### src/rtl/opb_register_simulink2ppc_snap.sv
// ---------------------------------------------------------------------------------------------
// opb_register_simulink2ppc_snap
//
// OPB slave status register carrying one 32-bit word from the fabric to the PPC. A one-cycle
// user_data_valid strobe captures user_data_in. Fresh/overrun flags and a 16-bit update count
// let software detect missed or stale samples. Occupies one 256-byte window.
//
// Register map (word offsets, Sl_DBus[31] = LSB):
//   0x00 DATA    last captured word; a read ack clears fresh
//   0x04 STATUS  [0] overrun (sticky), [1] fresh, [16:31] update count; read ack clears overrun
//   0x08 TSTAMP  capture timestamp when SIM2PPC_TIMESTAMP_EN is defined, else reads 0
//   others       read 0; all writes are acked and ignored
//
// Ports:
//   OPB_Clk, OPB_Rst        single clock; asynchronous active-high reset
//   OPB_ABus/BE/DBus/RNW    OPB master request (BE, DBus and seqAddr are ignored)
//   OPB_select, OPB_seqAddr
//   Sl_DBus, Sl_xferAck     registered read data and one-cycle acknowledge
//   Sl_errAck/retry/toutSup tied low
//   user_data_in/valid      fabric capture interface
//
// Optional feature macro: SIM2PPC_TIMESTAMP_EN (free-running 32-bit cycle counter + TSTAMP).
// ---------------------------------------------------------------------------------------------
`timescale 1ns/1ps

module opb_register_simulink2ppc_snap #(
  parameter logic [31:0] C_BASEADDR   = 32'hFFFF_FFFF,
  parameter logic [31:0] C_HIGHADDR   = 32'h0000_0000,
  parameter int unsigned C_OPB_AWIDTH = 32,
  parameter int unsigned C_OPB_DWIDTH = 32,
  parameter logic [55:0] C_FAMILY     = "virtex5"
) (
  input  logic                      OPB_Clk,
  input  logic                      OPB_Rst,
  input  logic [0:C_OPB_AWIDTH-1]   OPB_ABus,
  input  logic [0:C_OPB_DWIDTH/8-1] OPB_BE,
  input  logic [0:C_OPB_DWIDTH-1]   OPB_DBus,
  input  logic                      OPB_RNW,
  input  logic                      OPB_select,
  input  logic                      OPB_seqAddr,
  output logic [0:C_OPB_DWIDTH-1]   Sl_DBus,
  output logic                      Sl_xferAck,
  output logic                      Sl_errAck,
  output logic                      Sl_retry,
  output logic                      Sl_toutSup,
  input  logic [31:0]               user_data_in,
  input  logic                      user_data_valid
);

  logic        r_ack;
  logic [0:31] r_dbus;
  logic [31:0] r_data;
  logic        r_fresh;
  logic        r_overrun;
  logic [15:0] r_count;

  logic        w_hit;
  logic        w_issue;
  logic        w_rd_data;
  logic        w_rd_status;
  logic [0:5]  w_offset;
  logic [0:31] w_rd_mux;
  logic [31:0] w_tstamp;
  logic        w_fresh_d;
  logic        w_overrun_d;
  logic        w_unused_ok;

  // Inputs that the register deliberately ignores.
  assign w_unused_ok = ^{OPB_BE, OPB_DBus, OPB_seqAddr, C_FAMILY[0]};

  assign w_hit    = OPB_select && (OPB_ABus >= C_BASEADDR) && (OPB_ABus <= C_HIGHADDR);
  assign w_offset = OPB_ABus[24:29];

  // A request is accepted only when no ack is already out, so a select held through the ack
  // cycle is not acked twice, but a select held beyond it starts a fresh transaction.
  assign w_issue     = w_hit && !r_ack;
  assign w_rd_data   = w_issue && OPB_RNW && (w_offset == 6'd0);
  assign w_rd_status = w_issue && OPB_RNW && (w_offset == 6'd1);

`ifdef SIM2PPC_TIMESTAMP_EN
  logic [31:0] r_cycle;
  logic [31:0] r_tstamp;

  always_ff @(posedge OPB_Clk or posedge OPB_Rst) begin
    if (OPB_Rst) begin
      r_cycle  <= 32'd0;
      r_tstamp <= 32'd0;
    end else begin
      r_cycle <= r_cycle + 32'd1;
      if (user_data_valid) begin
        r_tstamp <= r_cycle;
      end
    end
  end

  assign w_tstamp = r_tstamp;
`else
  assign w_tstamp = 32'd0;
`endif

  // Index 0 of the IBM-ordered bus is the MSB, so the concatenation lands overrun on bit 0.
  always_comb begin
    w_rd_mux = '0;
    case (w_offset)
      6'd0:    w_rd_mux = r_data;
      6'd1:    w_rd_mux = {r_overrun, r_fresh, 14'd0, r_count};
      6'd2:    w_rd_mux = w_tstamp;
      default: w_rd_mux = '0;
    endcase
  end

  // Clears act on the edge that issues the ack; a simultaneous capture overrides them, and
  // overrun looks at the pre-edge fresh value.
  always_comb begin
    w_fresh_d   = r_fresh;
    w_overrun_d = r_overrun;
    if (w_rd_data) begin
      w_fresh_d = 1'b0;
    end
    if (w_rd_status) begin
      w_overrun_d = 1'b0;
    end
    if (user_data_valid) begin
      w_fresh_d = 1'b1;
      if (r_fresh) begin
        w_overrun_d = 1'b1;
      end
    end
  end

  always_ff @(posedge OPB_Clk or posedge OPB_Rst) begin
    if (OPB_Rst) begin
      r_ack  <= 1'b0;
      r_dbus <= '0;
    end else begin
      r_ack  <= w_issue;
      r_dbus <= (w_issue && OPB_RNW) ? w_rd_mux : 32'd0;
    end
  end

  always_ff @(posedge OPB_Clk or posedge OPB_Rst) begin
    if (OPB_Rst) begin
      r_data    <= 32'd0;
      r_count   <= 16'd0;
      r_fresh   <= 1'b0;
      r_overrun <= 1'b0;
    end else begin
      r_fresh   <= w_fresh_d;
      r_overrun <= w_overrun_d;
      if (user_data_valid) begin
        r_data  <= user_data_in;
        r_count <= r_count + 16'd1;
      end
    end
  end

  assign Sl_DBus    = r_dbus;
  assign Sl_xferAck = r_ack;
  assign Sl_errAck  = 1'b0;
  assign Sl_retry   = 1'b0;
  assign Sl_toutSup = 1'b0;

endmodule
### config.mk
export PLATFORM = sky130hd
export DESIGN_NAME = opb_register_simulink2ppc_snap
export DESIGN_NICKNAME = d
export VERILOG_FILES = /design/src/rtl/opb_register_simulink2ppc_snap.sv
export SDC_FILE = /design/constraint.sdc
export NUM_CORES = 1
export LEC_CHECK = 0
export ABC_AREA = 1
export BUFFER_PORTS_ARGS = -buffer_cell sky130_fd_sc_hd__buf_4
export CAP_MARGIN = 20
export CORE_MARGIN = 2
export CORE_UTILIZATION = 25
export DETAILED_ROUTE_END_ITERATION = 8
export PLACE_DENSITY = 0.82
export SYNTH_ARGS = -nofsm -noshare
export SYNTH_HDL_FRONTEND = slang
export SYNTH_SLANG_ARGS = --single-unit
### constraint.sdc
create_clock -name OPB_Clk -period 2.25 [get_ports OPB_Clk]
set_clock_uncertainty 0.2 [all_clocks]
set_input_delay 0.3375 -clock OPB_Clk [delete_from_list [all_inputs] [get_ports OPB_Clk]]
set_output_delay 0.3375 -clock OPB_Clk [all_outputs]
set_load 0.05 [all_outputs]
After elaboration in Yosys (flattened, before gate mapping)

Cells that the tools add are included.

Add/sub/neg operators: 1
Bitwise gates (word level): 0
Shifts and indexed selects: 0
Reductions and logical operators: 9
Div/mod/pow operators: 0
$mul: 0
Equal/unequal tests: 1
Multiplexer cells: 7
$lt $le $gt $ge: 2

Operators by type and width:

| operator                                                                          | number |
|---|---|
| 32-bit case mux with 2 select lines                                               | 1 |
| 32-bit >= comparator, second input constant                                       | 1 |
| 32-bit by 1-bit less-or-equal comparator with 1-bit output, second input constant | 1 |
| 32-bit two-way mux                                                                | 1 |
| 16-bit by 1-bit adder with 16-bit output, second input constant                   | 1 |
| 6-bit by 1-bit equality test with 1-bit output, second input constant             | 1 |
| 1-bit logical AND                                                                 | 6 |
| 6-bit zero test                                                                   | 1 |
| 1-bit two-way mux                                                                 | 5 |
| 2-bit nonzero test                                                                | 1 |
| 1-bit zero test                                                                   | 1 |

Output and inout bits: 36
RAM bits: 0
Memory bits (read-only): 0
Word-level logic and storage cells: 26
Register bits after elaboration: 83
Latch bits: 0
Input port bits: 106
Memories kept: 0

Logic depth before layout (Yosys ltp)

Depth in word-level cells: 9
Mapped depth: 1

Worst setup path before layout

OpenSTA, ideal clock, no wires.

Path type: register to output
Start point: register r_dbus (netlist bit Sl_DBus[0])
End point: output Sl_DBus[0] in the netlist's numbering
Cell stages (with the launch flop): 1
Slack: 1.127 ns
Buffers on the path: 0
Data arrival time: 0.586 ns
Cells stage by stage: dfrtp_1

RTL lines:

| item                   | line | text |
|---|---|---|
| start, declared        | 51   | `logic [0:31] r_dbus;` |
| start signal, assigned | 137  | `r_dbus <= (w_issue && OPB_RNW) ? w_rd_mux : 32'd0;` |
| end, declared          | 41   | `output logic [0:C_OPB_DWIDTH-1] Sl_DBus,` |

No word-level cell between the ends.

Worst setup path in the final report

Start point: register r_dbus (netlist bit Sl_DBus[23])
End point: output Sl_DBus[23] in the netlist's numbering

No word-level cell between the ends.

==> PnR_summary.wiki <==
{| class="wikitable"
! Metric !! Value
|-
| Status || finished, final reports clean
|-
| Portion of synthesized cell area occupied by the leading cell type || 96.49%
|-
| Worst stage delay on the critical path || 0.38 ns
|-
| Antenna violations before repair || 0
|-
| CP top delay family || flip-flops
|-
| Vias in the first global route || 507
|-
| Pin count of the biggest net entering global routing || 34
|-
| Total power || 1.111 mW
|-
| Final wirelength || 1.177 mm
|-
| Clock slew seen by the registers of the worst setup and hold paths || 0.09 ns
|-
| Residual overflow from global routing || 0
|-
| Crit path buffers/inverters || 1
|-
| Critical Path Source || Sl_DBus[23]
|-
| Clock buffers created by TritonCTS || 5
|-
| Startpoint type of the worst setup path || register
|-
| Inst Count DP || 151
|-
| Part of the cycle the worst path needs || 63.42%
|-
| Count of standard-cell rows || 21
|-
| Final GP Congestion || 0.5698
|-
| Ant diodes || 0
|-
| Die Ht || 62.51 um
|-
| Sequential cell area || 825.8 um^2
|-
| Area of the multi-input gates || 135.1 um^2
|-
| Tightest Hold Check Type || input port to async pin
|-
| 1st-pass router iterations || 2
|-
| Post-layout net count || 219
|-
| Number of standard cells in the layout, taps in and fillers out || 160
|-
| CTS root buffer || clkbuf_4
|-
| Final critical-path required period || 1.427 ns
|-
| Sequential cell area fraction in the yosys report || 96.49%
|-
| Count of final setup violators || 0
|-
| Number of buffers inserted by port buffering || 34
|-
| Worst supply voltage drop on vdd || 0.0003177 V
|-
| Number of max-slew violations in the final report || 0
|-
| Type of the worst setup path || register to output port
|-
| Number of violations of the max-capacitance limit || 0
|-
| Kind of end point of the critical path || output port
|-
| Most common library cell in the layout ignoring fill and taps || conb_1
|-
| Vias/cell || 2.894
|-
| TritonCTS clock tree || done
|-
| Met3 routing resource usage after global routing || 6.667%
|-
| Met1 GRT Util || 6.363%
|-
| Flip-flop and latch count after synthesis || 33
|-
| Clk sinks || 33
|-
| Leading cell types by total area after synthesis || dfrtp_1 96%, buf_4 2.6%, conb_1 0.44%
|-
| Starting density of the core || 25.85%
|-
| Layout cell share with drive strength beyond 1 || 36.84%
|-
| Number of cells produced by synthesis || 38
|-
| Top fanout value on the critical path || 1
|-
| Final Hold Vio Count || 0
|-
| Post-synthesis area per instance || 22.52 um^2
|-
| Fin Setup TNS || 0 ns
|-
| Number of primary I/O pins || 142
|-
| Power density over the cells || 825.5 nW/um^2
|-
| Half-perimeter wire length after detailed placement || 875.1 um
|-
| Signal arrival time at the worst endpoint || 0.89 ns
|-
| Wirelength per Cell || 7.356 um
|-
| Required @ worst endpoint || 1.71 ns
|-
| Die width || 62.51 um
|-
| Synth unique cells || 4
|-
| Total via count in the routed design || 463
|-
| Number of warning messages in the yosys log || 0
|-
| Core ar. || 3311 um^2
|-
| Global route hottest layer || met2
|-
| GR Util met2 || 12.37%
|-
| Area Growth Syn to Fin || 57.31%
|-
| Library cell with the largest summed area after synthesis || dfrtp_1
|-
| Cell type of the slowest stage on the worst timing path || dfrtp_1
|-
| Highest-count cells in the layout ignoring fill and taps || 36 x conb_1, 35 x buf_4, 33 x dfrtp_1, 5 x clkbuf_4, 2 x clkinv_2
|-
| Cell breakdown of the critical path || buf_4
|-
| Global-route wire length before repair || 2.090 mm
|-
| H-tree level count || 2
|-
| Gr usage total || 7.683%
|-
| Filler cell count || 318
|-
| Setup repair after global routing missed its margin || no
|-
| Die area || 3908 um^2
|-
| Highest attainable clock frequency || 700.8 MHz
|-
| Netlist area before placement || 855.8 um^2
|-
| Drc violations || 0
|-
| Count of antenna-violating nets left after detailed routing || 0
|-
| Detailed Route Iter0 Violations || 15
|-
| Worst-case clock buffer depth || 2
|-
| Leakage power total || 0.7108 nW
|}
## final cells by class
class | instances | area share [%]
sequential | 33 | 61.34
tap | 46 | 4.275
timing repair buffer | 36 | 20.26
clock buffer | 6 | 3.067
clock inverter | 2 | 0.7435
inverter | 1 | 0.2788
multi-input combinational | 36 | 10.04
## logic make-up after synthesis
family       synth area share [%]
buf+inv                     3.070
other cells                0.4382
flops                       96.49
## metrics by stage
stage / instance area (um^2) / setup slack [ns] / hold slack (ns) / utilization [%]
floorplan: 987.2 / 0.9933 / 0.2664 / -
global placement: 1285 / 1.188 / 0.2288 / 38.81
detailed placement: 1285 / 1.173 / 0.2543 / 38.81
CTS: 1346 / 0.7849 / 0.4389 / 40.67
global route: 1346 / 0.7396 / 0.4561 / 40.67
finish: 1346 / 0.8230 / 0.4486 / 40.67
## routing by layer
metal / wire length (um) / up-vias
li1: - / 226
met1: 404 / 199
met2: 561 / 36
met3: 199 / 2
met4: 12 / 0
met5: 0 / -
## sequential cells by signal, summed over array words and instances (netlist names)
| name | flops |
|---|---|
| Sl_DBus | 32 |
| Sl_xferAck | 1 |
## what timing repair did
item / in CTS / in global routing
buffers inserted: 0 / 0
hold buffers: 1 / 0
hold endpoints to repair: 33 / 0
gates resized for setup: 0 / 0
## Yosys cell counts
| cell | number |
|---|---|
| buf_4 | 3 |
| conb_1 | 1 |
| dfrtp_1 | 33 |
| inv_1 | 1 |
## final timing paths
| check | end | slack [ns] | cells past startpoint |
|---|---|---|---|
| worst max-delay path | Sl_DBus[23] | 0.82 | 1 |
| worst min-delay path | Sl_DBus[23] | 0.45 | 4 |
| max in group asynchronous | Sl_DBus[28] | 1.11 | 4 |
| min in group OPB_Clk | Sl_DBus[30] | 0.96 | 1 |
## power by group
group	total (mW)	internal, mW	switching, mW
Clock	0.289	0.119	0.170
Sequential	0.630	0.622	0.00774
Combinational	0.192	0.0422	0.150
(Power assumes the default switching activity.)
